### config.mk
export PLATFORM = sky130hd
export DESIGN_NAME = fpmul_unpack_stage_flat
export DESIGN_NICKNAME = d
export VERILOG_FILES = /design/src/rtl/fpmul_unpack_stage_pkg.sv /design/src/rtl/fpmul_unpack_stage_if.sv /design/src/rtl/fpmul_unpack_stage_unpack_fp.sv /design/src/rtl/fpmul_unpack_stage.sv /design/src/flat_wrapper.sv
export SDC_FILE = /design/constraint.sdc
export NUM_CORES = 1
export LEC_CHECK = 0
export BUFFER_PORTS_ARGS = -buffer_cell sky130_fd_sc_hd__clkbuf_2
export CAP_MARGIN = 25
export CELL_PAD_IN_SITES_DETAIL_PLACEMENT = 0
export CELL_PAD_IN_SITES_GLOBAL_PLACEMENT = 2
export CORE_ASPECT_RATIO = 2
export CORE_MARGIN = 2
export CORE_UTILIZATION = 29
export DETAILED_ROUTE_END_ITERATION = 16
export PLACE_DENSITY = 0.82
export SYNTH_ARGS = -nofsm -noshare
export SYNTH_HDL_FRONTEND = slang
export SYNTH_SLANG_ARGS = --single-unit
### constraint.sdc
create_clock -name clk -period 1.8 [get_ports clk]
set_input_delay 0.27 -clock clk [delete_from_list [all_inputs] [get_ports clk]]
set_output_delay 0.27 -clock clk [all_outputs]
set_load 0.05 [all_outputs]
### src/rtl/fpmul_unpack_stage_pkg.sv
// Shared widths, constants and the unpacked-operand record for the FP multiply
// unpack stage.
package fpmul_unpack_stage_pkg;

  localparam int EXP_W  = 8;
  localparam int FRAC_W = 23;
  localparam int SIG_W  = 24;
  localparam int EXP_BIAS = 127;

  localparam logic [EXP_W-1:0] EXP_ALL1 = 8'hFF;
  localparam logic [EXP_W-1:0] EXP_ZERO = 8'h00;

  // One operand after split/classify/flush.
  typedef struct packed {
    logic             sign;
    logic [EXP_W-1:0] exp;
    logic [SIG_W-1:0] sig;
    logic             is_nan;
    logic             is_inf;
    logic             is_zero;
    logic             is_dn;
  } fp_unpacked_t;

endpackage

### src/rtl/fpmul_unpack_stage_if.sv
// Operand/result bus of the unpack stage, including both valid/ready handshakes.
interface fpmul_unpack_stage_if;
  import fpmul_unpack_stage_pkg::*;

  logic [31:0]      FP_A;
  logic [31:0]      FP_B;
  logic             in_valid;
  logic             in_ready;
  logic             out_valid;
  logic             out_ready;
  logic             SIGN_A;
  logic             SIGN_B;
  logic [EXP_W-1:0] EXP_A;
  logic [EXP_W-1:0] EXP_B;
  logic [SIG_W-1:0] SIG_A;
  logic [SIG_W-1:0] SIG_B;
  logic             SIGN_out;
  logic             isNaN;
  logic             isINF_tab;
  logic             isZ_tab;
  logic             isDN;

  modport master (
    output FP_A, FP_B, in_valid, out_ready,
    input  in_ready, out_valid, SIGN_A, SIGN_B, EXP_A, EXP_B, SIG_A, SIG_B,
           SIGN_out, isNaN, isINF_tab, isZ_tab, isDN
  );

  modport slave (
    input  FP_A, FP_B, in_valid, out_ready,
    output in_ready, out_valid, SIGN_A, SIGN_B, EXP_A, EXP_B, SIG_A, SIG_B,
           SIGN_out, isNaN, isINF_tab, isZ_tab, isDN
  );

endinterface

### src/rtl/fpmul_unpack_stage_unpack_fp.sv
// Combinational split of one IEEE-754 single into sign/exponent/significand
// plus class flags. Denormals are flushed to a zero significand.
module unpack_fp
  import fpmul_unpack_stage_pkg::*;
(
  input  logic [31:0]  fp,
  output fp_unpacked_t fields
);

  logic [EXP_W-1:0]  exp_bits;
  logic [FRAC_W-1:0] frac_bits;
  logic              frac_nz;

  assign exp_bits  = fp[30:23];
  assign frac_bits = fp[22:0];
  assign frac_nz   = |frac_bits;

  // Classify the operand and form its significand.
  always_comb begin
    fields      = '0;
    fields.sign = fp[31];
    fields.exp  = exp_bits;
    if (exp_bits == EXP_ALL1) begin
      // INF/NaN keep the raw fraction but never the hidden bit.
      fields.is_nan = frac_nz;
      fields.is_inf = ~frac_nz;
      fields.sig    = {1'b0, frac_bits};
    end else if (exp_bits == EXP_ZERO) begin
      // Zero and denormal both become a zero significand.
      fields.is_zero = 1'b1;
      fields.is_dn   = frac_nz;
      fields.sig     = {SIG_W{1'b0}};
    end else begin
      fields.sig = {1'b1, frac_bits};
    end
  end

endmodule

### src/rtl/fpmul_unpack_stage.sv
// Two-stage unpack front end of the FP multiplier: stage 1 captures the raw
// operands, stage 2 captures the unpacked fields and combined product class.
module fpmul_unpack_stage
  import fpmul_unpack_stage_pkg::*;
(
  input  logic                 clk,
  input  logic                 rst,
  fpmul_unpack_stage_if.slave  bus
);

  logic             adv;
  logic             s1_valid_r;
  logic [31:0]      s1_a_r;
  logic [31:0]      s1_b_r;
  fp_unpacked_t     ua;
  fp_unpacked_t     ub;
  logic             nan_c;
  logic             inf_c;
  logic             zero_c;
  logic             dn_c;
  logic             sign_c;

  logic             out_valid_r;
  logic             sign_a_r;
  logic             sign_b_r;
  logic [EXP_W-1:0] exp_a_r;
  logic [EXP_W-1:0] exp_b_r;
  logic [SIG_W-1:0] sig_a_r;
  logic [SIG_W-1:0] sig_b_r;
  logic             sign_out_r;
  logic             nan_r;
  logic             inf_r;
  logic             zero_r;
  logic             dn_r;

  // The whole pipe moves together whenever the output slot is free or draining.
  assign adv          = bus.out_ready | ~out_valid_r;
  assign bus.in_ready = adv;

  unpack_fp u_unpack_a (.fp(s1_a_r), .fields(ua));
  unpack_fp u_unpack_b (.fp(s1_b_r), .fields(ub));

  // Combine per-operand classes into exclusive product-class flags.
  always_comb begin
    nan_c  = ua.is_nan | ub.is_nan | (ua.is_inf & ub.is_zero) | (ua.is_zero & ub.is_inf);
    inf_c  = (ua.is_inf | ub.is_inf) & ~nan_c;
    zero_c = (ua.is_zero | ub.is_zero) & ~nan_c;
    dn_c   = ua.is_dn | ub.is_dn;
    sign_c = ua.sign ^ ub.sign;
  end

  // Stage 1: capture raw operands; data only changes on an actual accept.
  always_ff @(posedge clk) begin
    if (rst) begin
      s1_valid_r <= 1'b0;
      s1_a_r     <= 32'h0000_0000;
      s1_b_r     <= 32'h0000_0000;
    end else if (adv) begin
      s1_valid_r <= bus.in_valid;
      if (bus.in_valid) begin
        s1_a_r <= bus.FP_A;
        s1_b_r <= bus.FP_B;
      end
    end
  end

  // Stage 2: capture unpacked fields; held while the consumer stalls.
  always_ff @(posedge clk) begin
    if (rst) begin
      out_valid_r <= 1'b0;
      sign_a_r    <= 1'b0;
      sign_b_r    <= 1'b0;
      exp_a_r     <= 8'h00;
      exp_b_r     <= 8'h00;
      sig_a_r     <= 24'h00_0000;
      sig_b_r     <= 24'h00_0000;
      sign_out_r  <= 1'b0;
      nan_r       <= 1'b0;
      inf_r       <= 1'b0;
      zero_r      <= 1'b0;
      dn_r        <= 1'b0;
    end else if (adv) begin
      out_valid_r <= s1_valid_r;
      if (s1_valid_r) begin
        sign_a_r   <= ua.sign;
        sign_b_r   <= ub.sign;
        exp_a_r    <= ua.exp;
        exp_b_r    <= ub.exp;
        sig_a_r    <= ua.sig;
        sig_b_r    <= ub.sig;
        sign_out_r <= sign_c;
        nan_r      <= nan_c;
        inf_r      <= inf_c;
        zero_r     <= zero_c;
        dn_r       <= dn_c;
      end
    end
  end

  assign bus.out_valid = out_valid_r;
  assign bus.SIGN_A    = sign_a_r;
  assign bus.SIGN_B    = sign_b_r;
  assign bus.EXP_A     = exp_a_r;
  assign bus.EXP_B     = exp_b_r;
  assign bus.SIG_A     = sig_a_r;
  assign bus.SIG_B     = sig_b_r;
  assign bus.SIGN_out  = sign_out_r;
  assign bus.isNaN     = nan_r;
  assign bus.isINF_tab = inf_r;
  assign bus.isZ_tab   = zero_r;
  assign bus.isDN      = dn_r;

endmodule

### src/flat_wrapper.sv
// flat-port wrapper written by rule: the top's interface ports become plain ports
module fpmul_unpack_stage_flat import fpmul_unpack_stage_pkg::*;
  (clk, rst, bus_FP_A, bus_FP_B, bus_in_valid, bus_out_ready, bus_in_ready, bus_out_valid, bus_SIGN_A, bus_SIGN_B, bus_EXP_A, bus_EXP_B, bus_SIG_A, bus_SIG_B, bus_SIGN_out, bus_isNaN, bus_isINF_tab, bus_isZ_tab, bus_isDN);
  fpmul_unpack_stage_if bus_i ();
  input  logic clk;
  input  logic rst;
  input wire logic [$bits(bus_i.FP_A)-1:0] bus_FP_A;
  input wire logic [$bits(bus_i.FP_B)-1:0] bus_FP_B;
  input wire logic [$bits(bus_i.in_valid)-1:0] bus_in_valid;
  input wire logic [$bits(bus_i.out_ready)-1:0] bus_out_ready;
  output wire logic [$bits(bus_i.in_ready)-1:0] bus_in_ready;
  output wire logic [$bits(bus_i.out_valid)-1:0] bus_out_valid;
  output wire logic [$bits(bus_i.SIGN_A)-1:0] bus_SIGN_A;
  output wire logic [$bits(bus_i.SIGN_B)-1:0] bus_SIGN_B;
  output wire logic [$bits(bus_i.EXP_A)-1:0] bus_EXP_A;
  output wire logic [$bits(bus_i.EXP_B)-1:0] bus_EXP_B;
  output wire logic [$bits(bus_i.SIG_A)-1:0] bus_SIG_A;
  output wire logic [$bits(bus_i.SIG_B)-1:0] bus_SIG_B;
  output wire logic [$bits(bus_i.SIGN_out)-1:0] bus_SIGN_out;
  output wire logic [$bits(bus_i.isNaN)-1:0] bus_isNaN;
  output wire logic [$bits(bus_i.isINF_tab)-1:0] bus_isINF_tab;
  output wire logic [$bits(bus_i.isZ_tab)-1:0] bus_isZ_tab;
  output wire logic [$bits(bus_i.isDN)-1:0] bus_isDN;
  assign bus_i.FP_A = bus_FP_A;
  assign bus_i.FP_B = bus_FP_B;
  assign bus_i.in_valid = bus_in_valid;
  assign bus_i.out_ready = bus_out_ready;
  assign bus_in_ready = bus_i.in_ready;
  assign bus_out_valid = bus_i.out_valid;
  assign bus_SIGN_A = bus_i.SIGN_A;
  assign bus_SIGN_B = bus_i.SIGN_B;
  assign bus_EXP_A = bus_i.EXP_A;
  assign bus_EXP_B = bus_i.EXP_B;
  assign bus_SIG_A = bus_i.SIG_A;
  assign bus_SIG_B = bus_i.SIG_B;
  assign bus_SIGN_out = bus_i.SIGN_out;
  assign bus_isNaN = bus_i.isNaN;
  assign bus_isINF_tab = bus_i.isINF_tab;
  assign bus_isZ_tab = bus_i.isZ_tab;
  assign bus_isDN = bus_i.isDN;
  fpmul_unpack_stage u_core (.clk(clk), .rst(rst), .bus(bus_i));
endmodule
==> tab_implementation.tex <==
\begin{tabular}{lr}
\hline
Metric & Value \\
\hline
\multicolumn{2}{l}{\textbf{Route}} \\
Number of iterations in the first detailed-routing pass & 6 \\
Antenna-violating nets left & 0 \\
Starting DRT DRC Count & 135 \\
Residual DRC count & 0 \\
Post-Route WL & 14.65 mm \\
Wirelength per Cell & 14.91 um \\
Via density & 4.736 \\
Via count of the routed design & 4651 \\
\multicolumn{2}{l}{\textbf{Worst setup path}} \\
Critical path data arrival time & 2.00 ns \\
Total number of cells along the worst setup path & 4 \\
Nature of the critical path endpoint & register \\
CP bufs+invs & 0 \\
Depth of the most critical reg-to-reg path & 4 \\
Critical path data required time & 2.12 ns \\
Setup slack, reg-to-reg & 0.12 ns \\
Cell with the biggest individual delay on the critical path & or4\_1 \\
CP Class & reg -> reg \\
Type of origin of the critical path & register \\
Slowest Stage Delay on Critical Path & 0.61 ns \\
Highest fanout seen on the critical path & 3 \\
R2R Path Start & u\_core.s1\_a\_r[3]\$\_SDFFE\_PP0P\_ \\
Worst path top cell family by delay & simple AND/OR/NAND/NOR gates \\
Cell-by-cell listing of the critical path & or4\_1 > nor2\_2 > a31oi\_1 > o41ai\_2 \\
Worst R2R End & u\_core.bus.isINF\_tab\$\_SDFFE\_PP0P\_ \\
\multicolumn{2}{l}{\textbf{Clock network}} \\
Number of H-tree branching levels & 4 \\
Post-CTS resize count & 0 \\
Number of hold buffers added after cts & 0 \\
Clock transition at path regs & 0.06 ns \\
Worst skew pair latency & 0.42 ns \\
CTS tree & done \\
Total clock sinks & 137 \\
Post-CTS setup-driven buffer insertion count & 0 \\
Number of buffers on the longest clock path & 2 \\
CTS Root Cell & clkbuf\_16 \\
Number of CTS-inserted buffers & 17 \\
\multicolumn{2}{l}{\textbf{GRT}} \\
Antenna violations before repair & 0 \\
Largest net degree at the start of global routing & 66 \\
Total grt overflow & 0 \\
Vias in the first global route & 4730 \\
Overall fraction of global-route tracks in use & 0.1633 \\
Wire length of the first global-routing pass & 24.29 mm \\
\multicolumn{2}{l}{\textbf{Floorplan}} \\
Die Outline Area & 18460 sq um \\
Top-level port count & 141 \\
Initial standard-cell utilization of the core & 0.2938 \\
Die extent in x & 97.07 um \\
Die boundary height & 190.1 um \\
Total number of placement rows & 68 \\
Core region area & 17100 sq um \\
\multicolumn{2}{l}{\textbf{Layout}} \\
Area growth, synth to finish & 31.23\% \\
Antenna fix cells & 0 \\
Total Nets Final & 827 \\
Commonest cells after routing, fill and taps aside & nand2\_1 (213), clkbuf\_2 (139), a21oi\_1 (136), dfxtp\_1 (136), nand3\_1 (48) \\
Final cell count without fillers & 982 \\
Fraction of layout instances using a drive strength above 1 & 0.2617 \\
Most common cell after layout, fill and taps aside & nand2\_1 \\
Fillcell total & 1813 \\
\multicolumn{2}{l}{\textbf{Yosys}} \\
Average footprint of a synthesized cell & 7.911 sq um \\
Cell area after technology mapping & 5024 sq um \\
Register area share after synthesis & 0.5460 \\
Syn\_nets & 703 \\
Post-Syn Instances & 635 \\
Number of synthesized register bits & 137 \\
Synth unique cells & 29 \\
Count of yosys warnings during synthesis & 0 \\
\multicolumn{2}{l}{\textbf{Pwr}} \\
Peak supply drop & 0.5878 mV \\
Ratio of total power to cell area & 1147 nW/um\^{}2 \\
Leak pwr & 2.639 nW \\
\multicolumn{2}{l}{\textbf{Timing}} \\
Worst hold slack across all endpoints & 0.07184 ns \\
Total negative setup slack & 0 ns \\
Time the worst path needs with I/O delays and setup & 1.675 ns \\
Clock Skews & 0.008554 ns \\
Total of endpoints with negative setup slack in the final report & 0 \\
Worst slew margin relative to its limit & 0.6182 \\
Achievable clock frequency & 596.9 MHz \\
Total count of max-transition violations in the final report & 0 \\
Hold violation count in the final report & 0 \\
Ratio of final minimum period to clock period & 0.9307 \\
Setup repair after global routing missed its margin & false \\
Least-Margin Pin Slew & 0.5727 ns \\
Post-layout worst setup margin & 0.1247 ns \\
\multicolumn{2}{l}{\textbf{Flow run}} \\
Max Cap Viol & 0 \\
\multicolumn{2}{l}{\textbf{Place}} \\
Final weighted congestion in routability-driven placement & 0.7679 \\
Half-perimeter wire length of the detailed placement result & 9.978 mm \\
\# placed instances & 950 \\
Number of port buffers & 140 \\
Pre-CTS WS & 0.08573 ns \\
\multicolumn{2}{l}{\textbf{Min path}} \\
Start point of the worst min-delay path & bus\_FP\_A[21] \\
Min-Delay Path Depth & 3 \\
Min-Delay Path Class & in -> reg \\
Hold Crit Endpoint & u\_core.s1\_a\_r[21]\$\_SDFFE\_PP0P\_ \\
\multicolumn{2}{l}{\textbf{Status}} \\
Run status & completed \\
\hline
\end{tabular}
-- how the worst max path moves through the flow --
stage | end | startpoint
after floorplan | u_core.bus.SIG_B[23]$_SDFFE_PP0P_ | u_core.bus.out_valid$_SDFFE_PP0N_
after global routing | u_core.bus.isINF_tab$_SDFFE_PP0P_ | u_core.s1_b_r[17]$_SDFFE_PP0P_
after detailed placement | u_core.bus.isINF_tab$_SDFFE_PP0P_ | u_core.s1_b_r[17]$_SDFFE_PP0P_
after CTS | u_core.bus.isINF_tab$_SDFFE_PP0P_ | u_core.s1_b_r[17]$_SDFFE_PP0P_
after global placement | u_core.bus.isINF_tab$_SDFFE_PP0P_ | u_core.s1_b_r[17]$_SDFFE_PP0P_
final | u_core.bus.isINF_tab$_SDFFE_PP0P_ | u_core.s1_a_r[3]$_SDFFE_PP0P_
-- worst register-to-register path, delay by kind of cell (launching register included) --
| family | cells | cell delay [ns] |
|---|---|---|
| DFF | 1 | 0.31 |
| AOI/OAI and AO/OA | 2 | 0.51 |
| and+or+nand+nor | 2 | 0.77 |
-- metrics by stage --
step	power (W)	utilization	cell area (sq um)
detailed placement	0.004164	0.3507	5998
floorplan	0.003844	-	5025
global placement	0.004161	0.3507	5998
finish	0.007558	0.3855	6593
global route	0.007870	0.3855	6593
CTS	0.007649	0.3851	6586
-- power by group --
part,internal [W],switching (W),total [W]
clock network,0.00209,0.00139,0.00347
logic,0.000265,0.000564,0.000829
registers,0.00316,0.0000945,0.00326
-- metal layers --
metal | wire [um] | global-route usage | vias to the layer above
li1 | - | - | 2384
met1 | 6770 | 0.2116 | 2100
met2 | 6798 | 0.2626 | 152
met3 | 897 | 0.04445 | 15
met4 | 178 | 0.05525 | 0
met5 | 0 | 0 | -
-- cells in the mapped netlist (all sizes together) --
| cell | number | area (sq um) |
|---|---|---|
| nand3 | 48 | 240.2 |
| clkbuf | 34 | 127.6 |
| nor3 | 2 | 10.01 |
| a211oi | 1 | 7.510 |
| nor4 | 12 | 75.07 |
| inv | 1 | 3.750 |
| and4 | 2 | 17.52 |
| a21oi | 136 | 680.7 |
| or4 | 4 | 41.29 |
| o31a | 2 | 17.52 |
| dfxtp | 137 | 2743 |
| o41ai | 2 | 32.53 |
| buf | 15 | 65.06 |
| nand4 | 4 | 25.02 |
| and2 | 3 | 18.77 |
| nand2 | 216 | 813.3 |
| xnor2 | 1 | 8.760 |
| nand2b | 2 | 12.51 |
| nand3b | 2 | 15.01 |
| or2 | 3 | 18.77 |
| nor2 | 5 | 23.77 |
| a31oi | 2 | 18.77 |
| a22oi | 1 | 7.510 |
-- cells by family (layout without fill, tap and decap cells) --
family | Yosys count | count (layout) | synth area share
XOR/XNOR | 1 | 1 | 0.001744
buffers and inverters | 50 | 187 | 0.03910
flip-flops | 137 | 137 | 0.5460
AND/OR/NAND/NOR | 303 | 303 | 0.2610
AO/OA/AOI/OAI | 144 | 144 | 0.1522
-- layout make-up --
class / count / area, sq um / area share
Sequential cell: 137 / 2744 / 0.4162
Multi-Input combinational cell: 448 / 2098 / 0.3183
Timing Repair Buffer: 154 / 895.9 / 0.1359
Clock buffer: 19 / 442.9 / 0.06719
Tap cell: 210 / 262.8 / 0.03986
Clock inverter: 13 / 145.1 / 0.02202
Inverter: 1 / 3.754 / 0.0005694
-- sequential cells by signal, summed over array words and instances (netlist names) --
register / count
u_core.bus.isINF_tab: 1
u_core.s1_valid_r: 1
u_core.bus.SIGN_A: 1
u_core.bus.EXP_A: 8
u_core.s1_b_r: 32
u_core.bus.EXP_B: 8
u_core.bus.SIG_A: 24
u_core.s1_a_r: 32
u_core.bus.out_valid: 1
u_core.bus.isDN: 1
u_core.bus.isNaN: 1
u_core.bus.SIGN_B: 1
u_core.bus.SIGN_out: 1
u_core.bus.SIG_B: 24
u_core.bus.isZ_tab: 1
Power figures use the tool's default switching activity.
